--- config.mk ---
export PLATFORM = sky130hd
export DESIGN_NAME = addsub_arbiter
export DESIGN_NICKNAME = d
export VERILOG_FILES = /design/src/rtl/addsub_arbiter.sv
export SDC_FILE = /design/constraint.sdc
export NUM_CORES = 1
export LEC_CHECK = 0
export ABC_AREA = 1
export CAP_MARGIN = 10
export CELL_PAD_IN_SITES_DETAIL_PLACEMENT = 2
export CELL_PAD_IN_SITES_GLOBAL_PLACEMENT = 2
export CORE_AREA = 5 5 92 77
export CTS_CLUSTER_DIAMETER = 30
export DETAILED_ROUTE_END_ITERATION = 10
export DIE_AREA = 0 0 97 82
export GPL_TIMING_DRIVEN = 0
export PLACE_DENSITY_LB_ADDON = 0.25
export SLEW_MARGIN = 25
export SYNTH_ARGS = -nofsm -noshare
export SYNTH_HDL_FRONTEND = slang
export SYNTH_SLANG_ARGS = --single-unit
--- constraint.sdc ---
create_clock -name clk -period 1.43 [get_ports clk]
set_input_delay 0.2145 -clock clk [delete_from_list [all_inputs] [get_ports clk]]
set_output_delay 0.2145 -clock clk [all_outputs]
set_load 0.01 [all_outputs]
--- src/rtl/addsub_arbiter.sv ---
// addsub_arbiter: round-robin sequencer sharing one add/sub unit
// between two requesters, with a tagged valid/ready response.
module addsub_arbiter #(
  parameter int WIDTH   = 4,
  parameter int CNT_W   = 8,
  parameter bit RR_INIT = 1'b0
) (
  input  logic             clk,
  input  logic             rst,
  input  logic             req0_valid,
  output logic             req0_ready,
  input  logic             req0_m,
  input  logic [WIDTH-1:0] req0_a,
  input  logic [WIDTH-1:0] req0_b,
  input  logic             req1_valid,
  output logic             req1_ready,
  input  logic             req1_m,
  input  logic [WIDTH-1:0] req1_a,
  input  logic [WIDTH-1:0] req1_b,
  output logic             alu_m,
  output logic [WIDTH-1:0] alu_a,
  output logic [WIDTH-1:0] alu_b,
  input  logic [WIDTH-1:0] alu_s,
  input  logic             alu_carry,
  output logic             resp_valid,
  input  logic             resp_ready,
  output logic             resp_id,
  output logic [WIDTH-1:0] resp_s,
  output logic             resp_carry,
  output logic [CNT_W-1:0] op_count,
  output logic             busy
);

  typedef enum logic [1:0] {
    S_IDLE = 2'd0,
    S_EXEC = 2'd1,
    S_RESP = 2'd2
  } state_t;

  state_t r_state;
  state_t w_next;
  logic   r_ptr;
  logic   w_gnt;
  logic   w_idle;
  logic   w_hs;
  logic   w_done;

  // grant selection and combinational ready; ready is held low in reset
  always_comb begin
    w_gnt  = 1'b0;
    w_idle = (r_state == S_IDLE) && !rst;
    if (req0_valid && req1_valid) begin
      w_gnt = r_ptr;
    end else begin
      w_gnt = req1_valid;
    end
    req0_ready = w_idle && req0_valid && !w_gnt;
    req1_ready = w_idle && req1_valid && w_gnt;
    w_hs       = req0_ready || req1_ready;
    w_done     = (r_state == S_RESP) && resp_ready;
    busy       = (r_state != S_IDLE);
  end

  // next-state logic; the unused code falls back to IDLE
  always_comb begin
    w_next = S_IDLE;
    case (r_state)
      S_IDLE:  w_next = w_hs ? S_EXEC : S_IDLE;
      S_EXEC:  w_next = S_RESP;
      S_RESP:  w_next = w_done ? S_IDLE : S_RESP;
      default: w_next = S_IDLE;
    endcase
  end

  // state register
  always_ff @(posedge clk) begin
    if (rst) begin
      r_state <= S_IDLE;
    end else begin
      r_state <= w_next;
    end
  end

  // operand latch, result capture, pointer and counter updates
  always_ff @(posedge clk) begin
    if (rst) begin
      alu_m      <= 1'b0;
      alu_a      <= '0;
      alu_b      <= '0;
      resp_valid <= 1'b0;
      resp_id    <= 1'b0;
      resp_s     <= '0;
      resp_carry <= 1'b0;
      op_count   <= '0;
      r_ptr      <= RR_INIT;
    end else begin
      if (w_hs) begin
        alu_m   <= w_gnt ? req1_m : req0_m;
        alu_a   <= w_gnt ? req1_a : req0_a;
        alu_b   <= w_gnt ? req1_b : req0_b;
        resp_id <= w_gnt;
      end
      if (r_state == S_EXEC) begin
        resp_s     <= alu_s;
        resp_carry <= alu_carry;
        resp_valid <= 1'b1;
      end
      if (w_done) begin
        resp_valid <= 1'b0;
        op_count   <= op_count + CNT_W'(1);
        r_ptr      <= ~resp_id;
      end
    end
  end

endmodule

==> metrics.cfg <==
[cts]
clk_pin_slew_worst_paths_ps = 110
cts_buffers = 3
cts_tree = yes
clock_sinks = 27
hold_buffers = 0
clock-root-buffer = clkbuf_8
clock_latency_ps = 280
htree_levels = 1
clock_path_buffers = 2

[timing]
skew_ps = 8.908
period_share_pct = 102.5
relSlewSlack_pct = 67.86
hold_viol = 0
slew_violations = 0
tightest_slew_ps = 482.0
max_freq_mhz = 682.4
fin_crit_ps = 1465
setup_viol = 1
rsz0062_at_grt = true
holdWs_ps = 230.0
setup_tns_ps = -35.42
worst_slack_ps = -35.42

[finish]
n_antenna_cell = 0
seq_area_sq_um = 546.8
layout-drive-gt1-share_pct = 14.98
multi_input_area_sq_um = 688.2
n_fill_cell = 729
nets = 277
area_growth_pct = 68.45
fin_area_sq_um = 2085

[routing]
firstDrtPassIters = 3
vias = 1354
drt_wl_total_mm = 4.432
ant_nets = 0
viasPerCell = 4.091
drt-wirelength-per-cell_um = 13.39
drt-initial-drc-count = 34
drc = 0

[logic_synthesis]
syn_area_per_cell_sq_um = 6.875
synth_edf_count = 0
yosysMostFrequentCell = nand2_1
ys.flop_type = dfxtp_1
synth_cell_types = 22
async_flop_share_pct = 0
yosysWarnings = 0
syn_inst = 180
syn_nets = 209
netlist_area_sq_um = 1237
yosys.area.top_type_share_pct = 43.68
synth_area_leaders = dfxtp_1, nand2_1, nor2_1, nand3b_1, inv_1
synthTopCellsByCount = nand2_1, nor2_1, dfxtp_1
ys_seq_area_share_pct = 43.68
synth_area_leader_cell = dfxtp_1
ys_ff_latch = 27

[grt]
met1_usage_pct = 12.83
grtUsageTotal_pct = 10.72
met3_usage_pct = 2.801
grt_overflow = 0
gr-max-usage-layer = met2
grt_pass1_wl_mm = 6.948
grt_util_met2_pct = 19.83
antenna_found_initial = 0
grt_pass1_vias = 1433
grt_max_degree = 17

[floorplan]
die_y_um = 82
die_width_um = 97
pin_count = 55
dieArea_sq_um = 7954
core_sq_um = 6148
num_rows = 26
start_util_pct = 20.13

[hold_path]
hp-start = rst
hold_path.class = input port to flop

[placed_design]
hpwl_mm = 3.218
placed_cell_area_sq_um = 1883
post-place-ws_ps = -729.1
io_buffers = 54
gp_congestion = 0.6686

[setup_path]
crit_family = simple AND/OR/NAND/NOR gates
worstSetupPathType = flop to primary output
slowest_delay_ps = 350
crit_chain = inv_2 > nand2_4 > nor2_4 > nand2_4 > nor2_1 > buf_2
path_buf_inv = 2
cp-start-kind = flop
worstSetupStartpoint = r_state[1]
worstSetupEndpointType = primary output
slowest_stage = dfxtp_2
crit_top_cell = nand2_4
rr_startpoint = r_state[0]
cp.arrival_ps = 1250
required_ps = 1220
path_max_fanout = 6

[power_and_ir_drop]
vdd_drop_max_uv = 323.6
power_frac_clock_pct = 25.7
p_comb_share_pct = 27.5
p_leak_uw = 0.001162
seqPwrFrac_pct = 46.8
p_sw_uw = 536.5
p_int_uw = 1263
power.density_nw_per_um2 = 863.3
netSwitchingFraction_pct = 29.82

[outcome]
outcome = complete, but fails checks
violations = negative setup slack

[job]
timing.max_cap.violations = 0

sequential cells by signal, summed over array words and instances, names as in the netlist, 2 cells and up:
| signal | flops |
|---|---|
| op_count | 8 |
| alu_b | 4 |
| resp_s | 4 |
| r_state | 2 |
| alu_a | 4 |
routing by layer:
layer / wire length [um] / share of wire [%]
met1: 2062 / 47
met2: 2212 / 50
met3: 137 / 3.1
met4: 20 / 0.45
met5: 0 / 0
layout make-up:
class / instances / area share (%)
multi-input cells: 135 / 33.01
repair buffers: 63 / 29.77
flip-flops and latches: 27 / 26.23
well taps: 84 / 5.042
inverters: 15 / 2.701
clock buffers: 3 / 1.981
plain buffers: 3 / 0.9004
clock inverters: 1 / 0.3601
power by group through the flow:
stage / Clock, uW / Sequential, uW / Combinational [uW]
after floorplan: 0 / 880 / 184
after global placement: 0 / 859 / 454
after detailed placement: 0 / 862 / 463
after CTS: 493 / 846 / 469
after global routing: 522 / 855 / 551
final: 463 / 843 / 494
path summary, 6_finish.rpt:
kind	end	slack [ps]	cells after the start
worst max-delay path	req0_ready	-40	6
worst min-delay path	r_state[1]	230	2
worst max register to register	alu_a[2]	150	7
worst min register to register	resp_s[3]	490	2
worst register-to-register path, delay by kind of cell, from the launching register on:
kind          cells  cell delay (ps)
buf+inv           2              210
simple gates      5              640
flops             1              360
cells by family after synthesis:
logic type / synth area share, %
AOI/OAI and AO/OA: 7.989
xor gates and xnor gates: 0.7079
adders and majority gates: 1.011
buffers and inverters: 5.764
DFF: 43.68
and+or+nand+nor: 40.85
layout by cell type, fill, tap and decap left out, types with 5 or more instances in the layout:
cell and n:
dlygate4sd2_1 8, nor2_1 42, dfxtp_2 5, dlymetal6s2s_1 15
inv_1 11, o21ai_0 8, nand2_1 51, nand3_1 5
dfxtp_1 22, buf_4 9, clkdlybuf4s50_1 28, nand3b_1 10
through the flow:
stage / instances / util, % / total power [uW]
2_1_floorplan: 180 / - / 1064
3_3_place_gp: 318 / 30.63 / 1313
3_5_place_dp: 318 / 30.63 / 1326
4_1_cts: 323 / 31.85 / 1807
5_1_grt: 331 / 33.90 / 1927
6_report: 331 / 33.90 / 1799
repair_timing:
action / in CTS / in global routing
gates cloned: 0 / 0
endpoints found under the setup margin: 28 / 27
buffers inserted: 1 / 8
pin swaps: 2 / 2
resized for setup: 23 / 32
Power figures use the tool's default switching activity.
